$ cat config.mk
export PLATFORM = sky130hd
export DESIGN_NAME = ts_frac_clock_divider
export DESIGN_NICKNAME = d
export VERILOG_FILES = /design/src/rtl/ts_clk_pkg.sv /design/src/rtl/ts_phase_acc.sv /design/src/rtl/ts_frac_clock_divider.sv
export SDC_FILE = /design/constraint.sdc
export NUM_CORES = 1
export LEC_CHECK = 0
export ABC_CLOCK_PERIOD_IN_PS = 6700
export CAP_MARGIN = 5
export CORE_MARGIN = 2
export CORE_UTILIZATION = 40
export DETAILED_ROUTE_END_ITERATION = 10
export REMOVE_ABC_BUFFERS = 1
export SKIP_LAST_GASP = 1
export SLEW_MARGIN = 30
export SYNTH_ARGS = -nofsm -noshare
export SYNTH_HDL_FRONTEND = slang
export SYNTH_SLANG_ARGS = --single-unit
$ cat constraint.sdc
create_clock -name clk2 -period 6.7 [get_ports clk2]
set_input_delay 1.005 -clock clk2 [delete_from_list [all_inputs] [get_ports clk2]]
set_output_delay 1.005 -clock clk2 [all_outputs]
set_load 0.005 [all_outputs]
$ cat src/rtl/ts_clk_pkg.sv
// Shared mode encoding and default phase increments for the TS byte clock generator.
package ts_clk_pkg;

  localparam int MODE_W   = 2;
  localparam int DEF_MOD  = 100;
  localparam int DEF_INC0 = 54;
  localparam int DEF_INC1 = 50;
  localparam int DEF_INC2 = 27;
  localparam int DEF_INC3 = 0;

  typedef enum logic [MODE_W-1:0] {
    MODE_27M  = 2'd0,
    MODE_25M  = 2'd1,
    MODE_13M5 = 2'd2,
    MODE_STOP = 2'd3
  } mode_t;

  function automatic int mode_inc(input mode_t mode, input int inc0, input int inc1,
                                  input int inc2, input int inc3);
    case (mode)
      MODE_27M:  mode_inc = inc0;
      MODE_25M:  mode_inc = inc1;
      MODE_13M5: mode_inc = inc2;
      default:   mode_inc = inc3;
    endcase
  endfunction

endpackage

$ cat src/rtl/ts_phase_acc.sv
// Modulo-MOD phase accumulator; wrap is a combinational strobe for the add about to be registered.
module ts_phase_acc #(
  parameter int MOD   = 100,
  parameter int ACC_W = 8
) (
  input  logic             clk2,
  input  logic             rst,
  input  logic             en,
  input  logic [ACC_W-1:0] inc,
  output logic             wrap
);

  localparam logic [ACC_W-1:0] MOD_V = ACC_W'(MOD);

  logic [ACC_W-1:0] acc;
  logic [ACC_W-1:0] sum;

  // acc < MOD and inc <= MOD, so the sum never exceeds 2*MOD-1 and fits in ACC_W bits
  assign sum  = acc + inc;
  assign wrap = en && (sum >= MOD_V);

  always_ff @(posedge clk2) begin
    if (rst) begin
      acc <= '0;
    end else if (en) begin
      acc <= wrap ? (sum - MOD_V) : sum;
    end
  end

endmodule

$ cat src/rtl/ts_frac_clock_divider.sv
// Fractional MPEG2-TS byte clock generator: clk_out toggles and tick pulses on each accumulator wrap.
// Optional saturating tick counter enabled by defining TS_CLKDIV_TICKCNT_EN.
module ts_frac_clock_divider
  import ts_clk_pkg::*;
#(
  parameter int N_CH  = 4,
  parameter int MOD   = DEF_MOD,
  parameter int ACC_W = 8,
  parameter int INC0  = DEF_INC0,
  parameter int INC1  = DEF_INC1,
  parameter int INC2  = DEF_INC2,
  parameter int INC3  = DEF_INC3
) (
  input  logic              clk2,
  input  logic              rst,
  input  logic [N_CH-1:0]   valid,
  input  logic [MODE_W-1:0] mux_ctrl,
  output logic              clk_out,
  output logic              tick,
  output logic [MODE_W-1:0] active_mode,
  output logic              mode_pending
`ifdef TS_CLKDIV_TICKCNT_EN
  ,
  output logic [31:0]       tick_count
`endif
);

  if (INC0 > MOD || INC1 > MOD || INC2 > MOD || INC3 > MOD) begin : g_inc_range_check
    $error("ts_frac_clock_divider: every INCn must be <= MOD");
  end
  if ((2 ** ACC_W) <= (2 * MOD - 1)) begin : g_acc_width_check
    $error("ts_frac_clock_divider: ACC_W too narrow for 2*MOD-1");
  end

  mode_t            cur_mode;
  mode_t            req_mode;
  logic             en;
  logic             wrap;
  logic             apply_mode;
  logic [ACC_W-1:0] inc;

  assign en           = |valid;
  assign req_mode     = mode_t'(mux_ctrl);
  assign inc          = ACC_W'(mode_inc(cur_mode, INC0, INC1, INC2, INC3));
  assign active_mode  = cur_mode;
  assign mode_pending = (req_mode != cur_mode);

  // Switch only when no edge can be cut short: idle, frozen, or a falling wrap starting a low phase
  assign apply_mode = !en || (inc == '0) || (wrap && clk_out);

  ts_phase_acc #(
    .MOD   (MOD),
    .ACC_W (ACC_W)
  ) u_phase_acc (
    .clk2 (clk2),
    .rst  (rst),
    .en   (en),
    .inc  (inc),
    .wrap (wrap)
  );

  always_ff @(posedge clk2) begin
    if (rst) begin
      cur_mode <= MODE_27M;
      clk_out  <= 1'b0;
      tick     <= 1'b0;
    end else begin
      tick <= wrap;
      if (wrap) begin
        clk_out <= ~clk_out;
      end
      if (apply_mode) begin
        cur_mode <= req_mode;
      end
    end
  end

`ifdef TS_CLKDIV_TICKCNT_EN
  always_ff @(posedge clk2) begin
    if (rst) begin
      tick_count <= '0;
    end else if (tick && (tick_count != '1)) begin
      tick_count <= tick_count + 32'd1;
    end
  end
`endif

endmodule
After elaboration in Yosys (flattened, before gate mapping)
Cells that the tools add are included.
{ "classes": {"order_cmp": 1, "addsub": 2, "n_reduce_logical": 8, "bitwise_logic": 1, "mux": 2, "n_eq_ne": 3} }
{ "ops": {"columns": ["op", "count"], "rows": [
  ["$pmux 6 s3", 1],
  ["$add 8x6->8", 1],
  ["$ge 8x7->1 const B", 1],
  ["$logic_not 8->1", 1],
  ["$mux 8", 1],
  ["$sub 8x7->8 const B", 1],
  ["$reduce_or 4->1", 1],
  ["$eq 2x1->1 const B", 1],
  ["$eq 2x2->1 const B", 1],
  ["$logic_and 1x1->1", 2],
  ["$logic_not 2->1", 1],
  ["$logic_or 1x1->1", 2],
  ["$ne 2x2->1", 1],
  ["$logic_not 1->1", 1],
  ["$not 1->1", 1]
]} }
{ "word_totals": {"reg_bits": 12, "elab_cells": 21, "input_bits": 8, "output_inout_bits": 5} }

Logic depth before layout (Yosys ltp)
{ "depth": {"ltp_word": 7, "mapped_depth": 13, "depth_no_buf": 12} }

By module
Synthesis repeated with hierarchy kept, for this count alone.
{ "unflattened": {"cells_unflattened": 129, "hier_area_um2": 1094.8} }
{ "by_module_without_submodules": {"columns": ["mod", "n_inst", "area_each_um2", "seq_area_each_um2", "cells_each"], "rows": [
  ["ts_phase_acc", 1, 884.6, 160.2, 105],
  ["ts_frac_clock_divider", 1, 210.2, 80.1, 24]
]} }

Worst setup path before layout
No wires, ideal clock.
{ "synth_path": {"path_type": "register to register", "startpoint": "reg cur_mode[0] (netlist: active_mode[0])", "endpoint": "reg cur_mode[0] (netlist: active_mode[0])", "setup_ps": 128, "stages_incl_launch_ff": 11, "synth_period_minus_slack_ps": 2751, "arrival_ps": 2624, "slack_ps": 3949, "t_required_ps": 6572, "n_path_buf": 1, "cell_sequence": "dfxtp_1 > buf_6 > and3b_2 > fa_1 > a21o_1 > maj3_2 > mux2i_1 > o211a_4 > a221o_2 > mux2i_1 > nor2_1"} }
{ "synth_via": {"elab_chain_len": 7, "word_cells_on_any_way": 11, "classes_between": "add/sub: 1; order compare: 1; eq/ne: 2; mux: 1; reduce/logical: 6"} }
{ "synth_rtl": {"columns": ["element", "line_no", "text"], "rows": [
  ["from (decl)", "ts_frac_clock_divider.sv:35", "mode_t cur_mode;"],
  ["from (signal assigned)", "ts_frac_clock_divider.sv:73", "cur_mode <= req_mode;"],
  ["$eq 2x2->1, or another cell as far along", "ts_clk_pkg.sv:20", "case (mode)"],
  ["$pmux 6 s3 *", "ts_clk_pkg.sv:20", null],
  ["$add 8x6->8", "ts_phase_acc.sv:19", "assign sum = acc + inc;"],
  ["$ge 8x7->1", "ts_phase_acc.sv:20", "assign wrap = en && (sum >= MOD_V);"],
  ["$logic_and 1x1->1", "ts_phase_acc.sv:20", null],
  ["$logic_and 1x1->1", "ts_frac_clock_divider.sv:49", "assign apply_mode = !en || (inc == '0) || (wrap && clk_out);"],
  ["$logic_or 1x1->1 *", "ts_frac_clock_divider.sv:49", null]
]} }
Every way passes the cells marked *; elsewhere a longest branch is shown, timed or not.
A chain may end at the register's enable or synchronous reset.

Worst setup path after layout
{ "layout_path": {"startpoint": "in mux_ctrl[0]", "endpoint": "out mode_pending"} }
{ "layout_via": {"elab_chain_len": 1} }
{ "layout_rtl": {"columns": ["element", "line_no", "text"], "rows": [
  ["from (decl)", "ts_frac_clock_divider.sv:17", "input logic [MODE_W-1:0] mux_ctrl,"],
  ["$ne 2x2->1", "ts_frac_clock_divider.sv:46", "assign mode_pending = (req_mode != cur_mode);"],
  ["to (decl)", "ts_frac_clock_divider.sv:21", "output logic mode_pending"]
]} }
No other way between the ends.

==> reports/metrics.yaml <==
status: "complete, no violations"
gp_congestion: 0.886
htree_levels: 1
antenna_found_initial: 0
diodes: 0
final_nets: 169
cts_tree: "done"
skew_ps: 0.409
synth.distinct_cells: 52
instances_no_fill: 184
crit_slowest_cell: "clkdlybuf4s50_1"
die-area_sq_um: 3340
hold_class: "reg2reg"
numCtsBuffers: 3
ioPinCount: 13
synth-edff-count: 0
die_h_um: 57.8
yosys_register_bits: 12
place_hpwl_mm: 2.19
power_density_nw_per_um2: 472
die_w_um: 57.8
clkTransAtPathRegs_ps: 80
setup_viol: 0
syn_area_sq_um: 1160
placed_cell_area_sq_um: 1280
comb_power_share: 0.712
ant_nets: 0
seq_power_share: 0.193
dp.cells: 180
fin_util: 0.479
vdd_drop_max_v: 0.000294
overflow: 0
root_buffer: "clkbuf_4"
crit_fanout: 2
crit_top_cell: "clkdlybuf4s50_1"
viasPerCell: 5.94
grt_pass1_vias: 1053
clock_latency_ps: 270
crit_family: "buffers and inverters"
rsz0062_at_grt: "no"
timing.final.crit_share: 0.469
synthArstFlopShare: 0
slew_headroom: 0.685
stdcell_area_sq_um: 1320
r2r-start: "active_mode[0]$_SDFFE_PP0P_"
hold_ws_ps: 498
path_class: "in2out"
row_count: 19
max_freq_ghz: 0.318
cts_resized: 0
io_buffers: 12
yosys-top-cells-area: "dfxtp_1 (21%), ha_1 (6.5%), nand2_1 (5.5%)"
first_pass_iters: 4
multi_input_area_sq_um: 855
post_cts_buffers: 0
core_area_sq_um: 2760
p_switching_mw: 0.295
required_ps: 5690
synth_top_cell_area_share: 0.208
netlist_instances: 142
cp_cell_sequence: "clkdlybuf4s50_1, xnor2_1, nand2_1, clkdlybuf4s50_1"
finalWirelength_mm: 2.77
startpoint_type: "primary input"
cts.sinks: 12
slowest_delay_ps: 490
synthFlopType: "dfxtp_1"
synthTopCellsByCount: "nand2_1 (17), dfxtp_1 (12), nor2_1 (10)"
finalSetupTns_ps: 0
endpoint_kind: "output pin"
swShare: 0.473
vias: 1093
yosysSeqAreaShare: 0.208
track_usage: 0.183
clockBufferDepth: 2
avgSynthCellArea_sq_um: 8.15
p_clk_frac: 0.094
syn2layout_area_growth_pct: 14.1
drc: 0
drive_gt1_frac: 0.124
regArea_sq_um: 240
initial_core_util: 0.420
slew_violations: 0
fillers: 280
crit_arrival_ps: 2140
p_int_mw: 0.329
tightest_slew_ps: 469
drtIter0Drc: 57
synth_area_leader_cell: "dfxtp_1"
maxCapViolations: 0
wl_per_cell_um: 15.1
synth.most_common_cell: "nand2_1"
hold_violations: 0
grt_pass1_wl_mm: 4.77
fin_crit_ps: 3150
grt_max_degree: 13
min-delay-start: "u_phase_acc.acc[1]$_SDFFE_PP0N_"
p_leak_nw: 0.509
cp-startpoint: "mux_ctrl[0]"
yosys_warnings: 0
cts_hold_buf: 0
worst-path-buf-inv: 2
sequential cells by signal, indices dropped and copies added, names as in the netlist:
name and count:
u_phase_acc.acc 8, active_mode 2, clk_out 1, tick 1
power by group through the flow:
stage,logic [mW],clock network (mW),registers [mW]
global route,0.493,0.0634,0.124
finish,0.444,0.0588,0.120
detailed placement,0.438,0,0.122
floorplan,0.344,0,0.114
global placement,0.433,0,0.122
CTS,0.441,0.0606,0.120
per-layer routing:
layer / GRT usage / wire length [um] / vias to the layer above
met5: 0 / 0 / -
met3: 0.0379 / 152 / 2
met1: 0.255 / 1280 / 511
li1: - / - / 547
met4: 0.0465 / 15 / 0
met2: 0.287 / 1320 / 33
final cells by class:
cell class              count  area share
well taps                  31      0.0294
multi-input cells         118       0.647
repair buffers             13      0.0967
clock buffers               4      0.0275
flip-flops and latches     12       0.182
inverters                   6      0.0171
kinds of logic (layout without fill, tap and decap cells):
logic type,after synthesis,after routing,share of synthesized area
AND/OR/NAND/NOR,64,64,0.314
adder cells (fa/ha/maj),8,8,0.0919
flip-flops,12,12,0.208
AO/OA/AOI/OAI,34,34,0.229
XOR/XNOR,7,7,0.0595
buffers and inverters,12,23,0.0541
multiplexers,5,5,0.0443
through the flow:
| step | setup slack, ps | power (mW) |
|---|---|---|
| after floorplan | 3910 | 0.459 |
| after global placement | 3540 | 0.555 |
| after detailed placement | 3550 | 0.559 |
| after CTS | 3540 | 0.621 |
| after global routing | 3400 | 0.681 |
| final | 3550 | 0.623 |
placed cells by master, fill, tap and decap left out, types with 4 or more instances in the layout:
cell             count
nand3_1              4
mux2i_1              4
xnor2_1              6
a21oi_1              4
nor2_1              10
nor2b_1              4
nand2_1             17
dfxtp_1             12
clkdlybuf4s50_1     12
o21ai_0              8
inv_1                6
ha_1                 6
nor3_1               5
tightest hold or removal path, delay by kind of cell, from the launching register on:
kind | cells | cell delay [ps]
AOI/OAI and AO/OA | 1 | 50
and+or+nand+nor | 1 | 60
DFF | 1 | 340
final timing paths:
check / endpoint / slack, ps / cells after the start
worst min register to register: u_phase_acc.acc[1]$_SDFFE_PP0N_ / 500 / 2
worst min-delay path: u_phase_acc.acc[1]$_SDFFE_PP0N_ / 500 / 2
worst max-delay path: mode_pending / 3550 / 4
worst max register to register: active_mode[0]$_SDFFE_PP0P_ / 3610 / 11
Note: power is estimated with default switching activity, not from simulation.
